File: src/rtl/avg_pkg.sv
// Shared types and constants for the closest-to-average filter and its output buffer.
package avg_pkg;
  localparam int AVG_DW            = 16;
  localparam int AVG_BUF_DEPTH_DEF = 8;

  typedef logic [AVG_DW-1:0] avg_sample_t;
endpackage

File: src/rtl/avg_buf_ram.sv
// DEPTH x DW storage for avg_buf: one synchronous write port, one asynchronous read port.
module avg_buf_ram
  import avg_pkg::*;
#(
  parameter int DW    = AVG_DW,
  parameter int DEPTH = AVG_BUF_DEPTH_DEF,
  parameter int AW    = $clog2(DEPTH)
) (
  input  logic          clk,
  input  logic          we,
  input  logic [AW-1:0] waddr,
  input  logic [DW-1:0] wdata,
  input  logic [AW-1:0] raddr,
  output logic [DW-1:0] rdata
);

  // No reset: contents are hidden by the empty gating on dout.
  logic [DW-1:0] mem [DEPTH];

  always_ff @(posedge clk) begin
    if (we) mem[waddr] <= wdata;
  end

  assign rdata = mem[raddr];

endmodule

File: src/rtl/avg_buf.sv
// Show-ahead output FIFO behind the averaging filter; drops and flags words when full.
// Optional: define AVG_BUF_DROP_CNT_EN to build the 16-bit saturating drop counter.
module avg_buf
  import avg_pkg::*;
#(
  parameter int DW    = AVG_DW,
  parameter int DEPTH = AVG_BUF_DEPTH_DEF
) (
  input  logic                      clk,
  input  logic                      reset,
  input  logic [DW-1:0]             din,
  input  logic                      din_vld,
  output logic [DW-1:0]             dout,
  output logic                      dout_vld,
  input  logic                      dout_rdy,
  output logic [$clog2(DEPTH):0]    count,
  output logic                      full,
  output logic                      overflow,
  input  logic                      ovf_clr,
  output logic [15:0]               drop_cnt
);

  localparam int AW = $clog2(DEPTH);
  localparam logic [AW:0] DEPTH_C = (AW+1)'(DEPTH);

  logic [AW-1:0] wr_ptr, rd_ptr;
  logic [AW:0]   cnt_q;
  logic          ovf_q;
  logic [DW-1:0] rdata;
  logic          pop, push, drop;

  assign full     = (cnt_q == DEPTH_C);
  assign dout_vld = (cnt_q != '0);
  assign count    = cnt_q;
  assign overflow = ovf_q;

  assign pop  = dout_vld & dout_rdy;
  // A pop in the same cycle frees the slot, so a full FIFO can still accept.
  assign push = din_vld & (~full | pop);
  assign drop = din_vld & full & ~pop;

  assign dout = dout_vld ? rdata : '0;

  avg_buf_ram #(.DW(DW), .DEPTH(DEPTH), .AW(AW)) u_ram (
    .clk   (clk),
    .we    (push),
    .waddr (wr_ptr),
    .wdata (din),
    .raddr (rd_ptr),
    .rdata (rdata)
  );

  always_ff @(posedge clk or posedge reset) begin
    if (reset) begin
      wr_ptr <= '0;
      rd_ptr <= '0;
      cnt_q  <= '0;
    end else begin
      if (push) wr_ptr <= wr_ptr + AW'(1);
      if (pop)  rd_ptr <= rd_ptr + AW'(1);
      if (push && !pop)      cnt_q <= cnt_q + (AW+1)'(1);
      else if (pop && !push) cnt_q <= cnt_q - (AW+1)'(1);
    end
  end

  // Set has priority over clear so a drop is never lost.
  always_ff @(posedge clk or posedge reset) begin
    if (reset)        ovf_q <= 1'b0;
    else if (drop)    ovf_q <= 1'b1;
    else if (ovf_clr) ovf_q <= 1'b0;
  end

`ifdef AVG_BUF_DROP_CNT_EN
  logic [15:0] drop_cnt_q;

  always_ff @(posedge clk or posedge reset) begin
    if (reset)                            drop_cnt_q <= '0;
    else if (drop && drop_cnt_q != '1)    drop_cnt_q <= drop_cnt_q + 16'd1;
  end

  assign drop_cnt = drop_cnt_q;
`else
  assign drop_cnt = 16'd0;
`endif

endmodule

File: config.mk
export PLATFORM = sky130hd
export DESIGN_NAME = avg_buf
export DESIGN_NICKNAME = d
export VERILOG_FILES = /design/src/rtl/avg_pkg.sv /design/src/rtl/avg_buf_ram.sv /design/src/rtl/avg_buf.sv
export SDC_FILE = /design/constraint.sdc
export NUM_CORES = 1
export LEC_CHECK = 0
export BUFFER_PORTS_ARGS = -buffer_cell sky130_fd_sc_hd__buf_2
export CAP_MARGIN = 30
export CORE_ASPECT_RATIO = 1.5
export CORE_MARGIN = 8
export CORE_UTILIZATION = 63
export DETAILED_ROUTE_END_ITERATION = 8
export GPL_ROUTABILITY_DRIVEN = 0
export HOLD_SLACK_MARGIN = 0.02
export PLACE_DENSITY = 0.81
export RECOVER_POWER = 25
export SYNTH_ARGS = -nofsm -noshare
export SYNTH_HDL_FRONTEND = slang
export SYNTH_HIERARCHICAL = 1
export SYNTH_SLANG_ARGS = --single-unit
File: constraint.sdc
create_clock -name clk -period 3.9 [get_ports clk]
set_input_delay 0.195 -clock clk [delete_from_list [all_inputs] [get_ports clk]]
set_output_delay 0.195 -clock clk [all_outputs]
set_load 0.03 [all_outputs]
* After elaboration in Yosys (flattened, before gate mapping)
Memory sizes are Yosys's and may differ from the RTL's.
Index checks and enable logic that the tools add are counted.
** Operators by class
- Add/sub/neg operators :: 4
- Equality and inequality tests :: 1
- Multiplexer cells :: 7
- Bitwise logic cells :: 7
- Reduce and logical (&&, ||, !) cells :: 7
** Operator list (count)
- $mux W16 :: 1
- $mux W4 :: 2
- $add A3 B1 Y3 const B :: 2
- $add A4 B1 Y4 const B :: 1
- $and A1 B1 Y1 :: 4
- $eq A4 B4 Y1 const B :: 1
- $mux W1 :: 4
- $reduce_bool A2 Y1 :: 2
- $reduce_bool A4 Y1 :: 1
- $sub A4 B1 Y4 const B :: 1
- $logic_and A1 B1 Y1 :: 2
- $logic_not A1 Y1 :: 2
- $not A1 Y1 :: 2
- $or A1 B1 Y1 :: 1
** Storage, ports and cells
- Register bits after elaboration :: 11
- Memory bits (writable) :: 128
- Output and inout bits :: 39
- Logic and storage cells :: 31
- Memories :: 1
** Memories
- u_ram.mem :: depth 8, width 16, rd ports 1, clocked after memory_dff 0, write ports 1, line avg_buf_ram.sv:18 : logic [DW-1:0] mem [DEPTH];

* Depth between registers and ports, before layout
Gate-level depths: netlist of run 1.
- Depth after elaboration :: 8
- Depth in mapped cells :: 9

* By module
The synthesis of run 1 kept the hierarchy.
** By module, submodules not included
- avg_buf_ram :: times used 1, cells each 198, area an instance 4973.5 um^2
- avg_buf :: times used 1, cells each 89, area an instance 883.3 um^2

* Worst setup path before layout of run 1
OpenSTA, ideal clock, no wires.
- Kind :: flip-flop to flip-flop
- From :: reg cnt_q[0], in the netlist count[0]
- To :: reg cnt_q[3], in the netlist count[3]
- Arrival time :: 2.669 ns
- Required time :: 3.763 ns
- Slack :: 1.093 ns
- Stages on the path, launching flop included :: 10
- Path through :: dfrtp_1 > or4b_4 > o21ai_4 > inv_1 > ha_1 > inv_1 > ha_1 > or4_1 > nand3_1 > o221ai_1
** On the way
- Word-level cells in the longest chain between the ends :: 7
- Elaborated cells on any way between the ends :: 15
- Those cells by class :: add/sub (2); eq/ne (1); mux (2); bitwise (4); reduce/logical (6)
** Ends and longest elaborated chain
- start: declaration :: line avg_buf.sv:27 : logic [AW:0] cnt_q;
- start signal: assignment :: line avg_buf.sv:61 : if (push && !pop) cnt_q <= cnt_q + (AW+1)'(1);
- start signal: assignment :: line avg_buf.sv:62 : else if (pop && !push) cnt_q <= cnt_q - (AW+1)'(1);
- $reduce_bool A4 Y1 or $eq A4 B4 Y1 (tied branches) :: line avg_buf.sv:33, avg_buf.sv:32
- $and A1 B1 Y1 or $not A1 Y1 (tied branches) :: line avg_buf.sv:37, avg_buf.sv:39
- $or A1 B1 Y1 (*) :: line avg_buf.sv:39 : assign push = din_vld & (~full | pop);
- $and A1 B1 Y1 (*) :: line avg_buf.sv:39
- named net push :: line avg_buf.sv:30 : logic pop, push, drop;
- $logic_not A1 Y1 :: line avg_buf.sv:62
- $logic_and A1 B1 Y1 :: line avg_buf.sv:62
- $reduce_bool A2 Y1 (no source line)
The timed path passes the listed nets; every way through them passes the cells marked *. The select of a mux whose other input is x is not followed.
A chain may end at the register's enable or synchronous reset.

* Final worst setup path of run 1
- From :: reg rd_ptr[0]
- To :: out dout[13]
** On the way
- Word-level cells in the longest chain between the ends :: 2
** Ends and longest elaborated chain
- start: declaration :: line avg_buf.sv:26 : logic [AW-1:0] wr_ptr, rd_ptr;
- start signal: assignment :: line avg_buf.sv:60 : if (pop) rd_ptr <= rd_ptr + AW'(1);
- $mem_v2 Z8 W16
- named net rdata[13] :: line avg_buf.sv:29 : logic [DW-1:0] rdata;
- $mux W16 :: line avg_buf.sv:42 : assign dout = dout_vld ? rdata : '0;
- end: declaration :: line avg_buf.sv:13 : output logic [DW-1:0] dout,
The timed path passes the listed nets, and every way through them passes these cells.

==> results of run 1 <==
-- sequential cells by signal, summed over array words and instances (netlist names) --
signal	flops
u_ram/mem	128
count	4
rd_ptr	3
wr_ptr	3
overflow	1
-- routing by layer --
layer	vias to the layer above	global-route usage [%]	wire length (um)	part of all wire, %
met1	1447	21.3	4180	39
met3	19	6.43	713	6.6
met4	0	9.15	201	1.9
li1	1264	-	-	-
met2	120	29.5	5700	53
met5	-	0	0	0
-- through the flow --
step | cells | area [um2] | setup WS (ns) | power (uW) | hold WS [ns]
after floorplan | 302 | 5910 | 1.09 | 3490 | 0.0474
after detailed placement | 439 | 6160 | 1.01 | 3980 | 0.231
after global placement | 439 | 6160 | 1.13 | 3920 | 0.205
final | 474 | 6810 | 0.902 | 5640 | 0.0491
after CTS | 473 | 6810 | 0.893 | 5680 | 0.0365
after global routing | 474 | 6810 | 0.842 | 5860 | 0.0602
-- power breakdown --
part	total [uW]	internal, uW	switching, uW	leakage, uW
registers	2080	1890	189	0.00129
clock network	1680	1090	593	0.000297
logic	1870	814	1060	0.000860
total	5640	3790	1840	0.00245
-- cell families (layout without fill, tap and decap cells) --
logic type                 Yosys count  count (layout)  synth area share (%)
other                                1              16                0.0640
AOI/OAI and AO/OA                    8               8                  1.18
xor gates and xnor gates             6               6                 0.897
adders and majority gates            6               6                  1.41
DFF                                139             139                  70.3
and+or+nand+nor                     41              41                  4.21
muxes                               52              52                  18.0
buffers and inverters               34              94                  3.93
-- worst register-to-register path, stage by stage, from the launching register on --
cell      delay (ns)
dfrtp_1         0.45
or4b_4          0.59
o21ai_4         0.18
inv_1           0.09
ha_1            0.26
inv_1           0.15
ha_1            0.31
or4_1           0.50
nand3_1         0.12
o221ai_1        0.11
-- path summary, 6_finish.rpt --
check	to	start	slack, ns
max in group asynchronous	count[1]$_DFFE_PP0P_	reset	3.24
worst max-delay path	dout[13]	rd_ptr[0]$_DFFE_PP0N_	0.90
worst min-delay path	u_ram/mem[1][15]$_DFFE_PP_	din[15]	0.05
min in group asynchronous	rd_ptr[2]$_DFFE_PP0N_	reset	0.34
worst min register to register	wr_ptr[2]$_DFFE_PP0P_	wr_ptr[2]$_DFFE_PP0P_	0.51
worst max register to register	count[3]$_DFFE_PP0P_	count[0]$_DFFE_PP0P_	0.99
-- Yosys cell counts, types with 3 or more instances --
cell and instances:
xnor2_1 6, buf_6 5, mux2_2 17, inv_1 6, mux4_2 4, mux4_1 28, and2_1 16, nand2_1 3
buf_4 17, ha_1 5, nand2b_1 3, dfrtp_1 11, edfxtp_1 128, or3_1 3, buf_1 4, nor2_1 6
-- cell type report --
class                   count  area, um2  area share, %
repair buffers             56        310           4.56
clock inverters            14        194           2.85
multi-input cells         129       1590           23.3
well taps                 112        140           2.06
inverters                   6       22.5          0.331
clock buffers              18        439           6.45
flip-flops and latches    139       4120           60.5
==> impl_metrics.yaml, run 1 <==
status:
  run_status: "complete, no violations"
synth:
  fraction_of_the_yosys_area_taken_by_sequential_cells_pct: 70.3
  synth.distinct_cells: 37
  synthDominantAreaCellType: "edfxtp_1"
  yosysWarningCount: 6
  ff_latch_count_synth: 139
  synth_top_cell_area_share_pct: 65.6
  post_synth_instance_area_um2: 5860
  synth_area_leaders: "edfxtp_1 66%, mux4_1 13%, dfrtp_1 4.7%"
  per_instance_average_area_after_synthesis_um2: 20.4
  synth-async-reset-ratio_pct: 7.91
  synth_ff_type: "edfxtp_1"
  synth_enable_flop_cells: 128
  syn-instance-count: 287
floorplanning:
  initial_cell_density_of_the_core_pct: 64.0
  rows: 43
  die_width_um: 94.7
  dieArea_um2: 12700
  fp.dieH_um: 134
  core_area_um2: 9150
  boundaryPins: 60
setup_path:
  reg2reg_depth: 9
  crit_path_top_delay_cell: "mux4_1"
  critPathRequiredTime_ns: 3.70
  arrival_time_at_the_worst_endpoint_ns: 2.80
  cp_top_family: "multiplexers"
  worst-path-buf-inv: 2
  worstPathCellList: "buf_4, mux4_1, mux2_2, and2_1, buf_2"
  crit_path_max_fanout: 28
  path_depth: 5
  worst_path_largest_cell_delay_ns: 0.67
  worstSetupStartpointType: "flop"
  timing.critical_path.to_type: "output port"
  crit_type: "flop to output port"
timing:
  max_slew.worst_pin.slew_ns: 1.01
  timing.final.hold_violations: 0
  final.min_clock_period_ns: 3.00
  setup_total_negative_slack_ns: 0
  ratio_of_final_minimum_period_to_clock_period_pct: 76.9
  grt_setup_unrepaired: "false"
  final_setup_violation_count: 0
  worst_relative_slew_slack_pct: 32.7
  fmax_ghz: 0.334
  slew_viol_final: 0
  finalClockSkew_ns: 0.0126
place:
  io_buffer_count: 43
  hpwl_mm: 6.53
cells_and_area:
  areaGrowthSynthToFinish_pct: 16.3
  drive_gt1_share_pct: 27.9
  layout.core_utilization_pct: 74.5
  final_cell_mix: "128 x edfxtp_1, 31 x buf_2, 28 x mux4_1"
  num_antenna_cells: 0
  layout.cells.most_common: "edfxtp_1"
  num-nets-final: 376
  n_fill_cell: 525
cts:
  tritoncts.num_buffers: 17
  tritoncts: "yes"
  clock_tree_root_driver_cell: "clkbuf_16"
  cts_resized: 0
  cts_hold_buf: 2
  clk_latency_ns: 0.42
  clk_transition_reported_paths_ns: 0.06
  clock_tree.htree_level_count: 4
  cts_num_sinks: 139
  cts_buffer_depth: 2
  cts_setup_buffers: 0
global_routing:
  grt_pass1_wl_mm: 16.5
  gr-total-overflow: 0
  antenna_found_initial: 0
  largest_net_degree_at_the_start_of_global_routing: 29
  first_global_vias: 3037
  grtUsageTotal_pct: 18.4
flow_run:
  max-cap-violations: 0
min_path:
  hold_path_depth: 1
  min-delay-path-class: "input port to flop"
routing:
  detailedRoute.firstPassIterationCount: 6
  num_vias: 2850
  wl_mm: 10.8
  initialDrtViolationCount: 206
  drc_errors: 0
  route.detailed.wl_per_inst_um: 22.8
  via_per_inst: 6.01
  ant_nets: 0
power:
  cellLeakagePower_uw: 0.00245
  power.ir.vdd_worst_v: 0.000619
  power-per-cell-area_nw_per_um2: 828
No activity file was read; power rests on OpenSTA's default activity.
==> run 2, diff against run 1 <==
--- a/config.mk
+++ b/config.mk
@@ -5,15 +5,16 @@
 export SDC_FILE = /design/constraint.sdc
 export NUM_CORES = 1
 export LEC_CHECK = 0
+export ABC_AREA = 1
 export BUFFER_PORTS_ARGS = -buffer_cell sky130_fd_sc_hd__buf_2
 export CAP_MARGIN = 30
 export CORE_ASPECT_RATIO = 1.5
 export CORE_MARGIN = 8
-export CORE_UTILIZATION = 63
+export CORE_UTILIZATION = 59
 export DETAILED_ROUTE_END_ITERATION = 8
 export GPL_ROUTABILITY_DRIVEN = 0
 export HOLD_SLACK_MARGIN = 0.02
-export PLACE_DENSITY = 0.81
+export PLACE_DENSITY = 0.76
 export RECOVER_POWER = 25
 export SYNTH_ARGS = -nofsm -noshare
 export SYNTH_HDL_FRONTEND = slang
==> constraint.sdc (replaced) <==
create_clock -name clk -period 3 [get_ports clk]
set_input_delay 0.15 -clock clk [delete_from_list [all_inputs] [get_ports clk]]
set_output_delay 0.15 -clock clk [all_outputs]
set_load 0.03 [all_outputs]
==> run 2 against run 1 <==
- non-clock buffer count rose by 24
- sequential power rose by 23%
- highest routed layer unchanged
- clock skew fell by 0.0071 ns
- core utilization fell by 5.2 points
- die area rose by 17%
- largest cell class unchanged
- critical path type unchanged
- sequential share of layout area fell by 6.1 points
- combinational power rose by 68%
- global-route usage rose by 1.4 points
- clock power rose by 12%
- sequential cell count did not move
==> impl_metrics.yaml, run 2 <==
status:
  run_status: "complete, no violations"
timing:
  hold-worst-slack_ns: 0.0345
  worst_relative_slew_slack_pct: 47.5
  grt_setup_unrepaired: "false"
  ratio_of_final_minimum_period_to_clock_period_pct: 81.0
  final_setup_violation_count: 0
  fmax_ghz: 0.411
  timing.final.hold_violations: 0
  max_slew.worst_pin.slew_ns: 0.786
  finalClockSkew_ns: 0.00551
  slew_viol_final: 0
  final.min_clock_period_ns: 2.43
  setup_total_negative_slack_ns: 0
synth:
  synth_area_leaders: "edfxtp_1 58%, nand2_1 14%, inv_1 9.0%"
  synth.distinct_cells: 23
  synth_top_cell_area_share_pct: 58.4
  ff_latch_count_synth: 139
  synth_enable_flop_cells: 128
  synth-async-reset-ratio_pct: 7.91
  post_synth_instance_area_um2: 6580
  synth_ff_type: "edfxtp_1"
  synth.most_common_cell: "nand2_1"
  yosysWarningCount: 6
  per_instance_average_area_after_synthesis_um2: 9.48
  synthDominantAreaCellType: "edfxtp_1"
  fraction_of_the_yosys_area_taken_by_sequential_cells_pct: 62.6
  most_common_library_cells_after_synthesis: "237 x nand2_1, 158 x inv_1, 128 x edfxtp_1"
  syn-instance-count: 694
cts:
  cts_num_sinks: 139
  clock_tree_root_driver_cell: "clkbuf_16"
  clk_transition_reported_paths_ns: 0.05
  cts_buffer_depth: 2
  tritoncts.num_buffers: 17
  clock_tree.htree_level_count: 4
  tritoncts: "yes"
  clk_latency_ns: 0.41
setup_path:
  worstSetupStartpointType: "flop"
  reg2reg_depth: 12
  arrival_time_at_the_worst_endpoint_ns: 2.28
  critPathRequiredTime_ns: 2.85
  crit_type: "flop to output port"
  timing.critical_path.to_type: "output port"
  crit_path_max_fanout: 19
power:
  power-per-cell-area_nw_per_um2: 1000
  power.ir.vdd_worst_v: 0.000808
  overall_power_after_layout_uw: 7590
  cellLeakagePower_uw: 0.00368
cells_and_area:
  areaGrowthSynthToFinish_pct: 15.2
  num-nets-final: 795
  max_ffs_per_register: 128
  drive_gt1_share_pct: 11.4
  num_antenna_cells: 0
  registers.top_by_ff_count: "u_ram/mem"
  layout.cells.most_common: "nand2_1"
  final_cell_mix: "237 x nand2_1, 158 x inv_1, 128 x edfxtp_1"
routing:
  ant_nets: 0
  num_vias: 4585
  route.detailed.wl_per_inst_um: 14.9
  initialDrtViolationCount: 375
  via_per_inst: 4.95
  detailedRoute.firstPassIterationCount: 5
  wl_met1_mm: 5.36
  top_signal_layer_used: "met4"
  met3_wirelength_um: 940
  drc_errors: 0
  wl_mm: 13.9
  detailroute.wirelength.met2_mm: 7.18
place:
  io_buffer_count: 43
  hpwl_mm: 8.42
global_routing:
  gr-total-overflow: 0
  grt_pass1_wl_mm: 22.2
  grtUsageTotal_pct: 19.8
  first_global_vias: 4551
  antenna_found_initial: 0
  largest_net_degree_at_the_start_of_global_routing: 67
flow_run:
  max-cap-violations: 0
floorplanning:
  core_area_um2: 10900
  boundaryPins: 60
  rows: 47
  die_width_um: 102
  initial_cell_density_of_the_core_pct: 60.1
  dieArea_um2: 14900
  fp.dieH_um: 145
min_path:
  min-delay-path-class: "input port to flop"
  hold_path_depth: 3
-- run 2: changes by cell type after synthesis, sizes merged, moves of 14 or more --
cell,delta
and2,-16
buf,+14
inv,+155
mux2,-19
mux4,-32
nand2,+234
nand3,+70
nor2,+20
-- run 2: layout make-up --
cell class              count  area [um2]
inverters                 161         607
flip-flops and latches    139        4120
clock buffers              20         437
well taps                 147         184
clock inverters            11         104
repair buffers             80         518
fillers                   833        3360
multi-input cells         369        1610
-- run 2: metrics by stage --
| step | setup WS [ns] | std cells | util (%) | instance area (um2) |
|---|---|---|---|---|
| 3_3_place_gp | 0.771 | 881 | 63.1 | 6900 |
| 6_report | 0.569 | 927 | 69.3 | 7580 |
| 5_1_grt | 0.442 | 927 | 69.3 | 7580 |
| 4_1_cts | 0.551 | 927 | 69.4 | 7590 |
| 3_5_place_dp | 0.659 | 881 | 63.1 | 6900 |
| 2_1_floorplan | 0.744 | 709 | - | 6630 |
-- run 2: logic make-up after synthesis --
logic type                 Yosys count  synth area share, %
DFF                                139                 62.6
adders and majority gates            6                 1.26
and+or+nand+nor                    339                 21.4
AOI/OAI and AO/OA                    3                0.228
other                                1               0.0570
xor gates and xnor gates             5                0.666
buffers and inverters              201                 13.8
-- run 2: where the power goes --
group | internal, uW | switching (uW)
Sequential | 2420 | 127
Clock | 1200 | 697
Combinational | 928 | 2220
Total | 4540 | 3040
-- run 2: worst max-delay path: stages, from the launching register on --
cell	delay (ns)
dfrtp_1	0.36
buf_4	0.23
inv_1	0.62
nand2_1	0.15
nand2_1	0.11
inv_1	0.05
nor2_1	0.12
buf_2	0.22
-- run 2: what timing repair did --
item                                    4_1_cts  5_1_grt
hold endpoints to repair                    116        0
hold buffers                                 15        0
setup buffers                                 0        0
resized for setup                             0        0
endpoints found under the setup margin        0        0
-- run 2: path summary, 6_finish.rpt --
path / slack [ns] / start / to
min: 0.03 / dout_rdy / rd_ptr[1]$_DFFE_PP0N_
min in group asynchronous: 0.28 / reset / overflow$_DFFE_PP0P_
max reg2reg: 0.65 / count[0]$_DFFE_PP0P_ / count[3]$_DFFE_PP0P_
max in group asynchronous: 2.39 / reset / rd_ptr[0]$_DFFE_PP0N_
min reg2reg: 0.54 / overflow$_DFFE_PP0P_ / overflow$_DFFE_PP0P_
max: 0.57 / rd_ptr[2]$_DFFE_PP0N_ / dout[2]
-- run 2: layer usage --
metal  GRT usage (%)  vias up
met3            5.22       35
met2            33.0      160
met4            9.30        0
met1            22.7     2147
met5               0        -
li1                -     2243
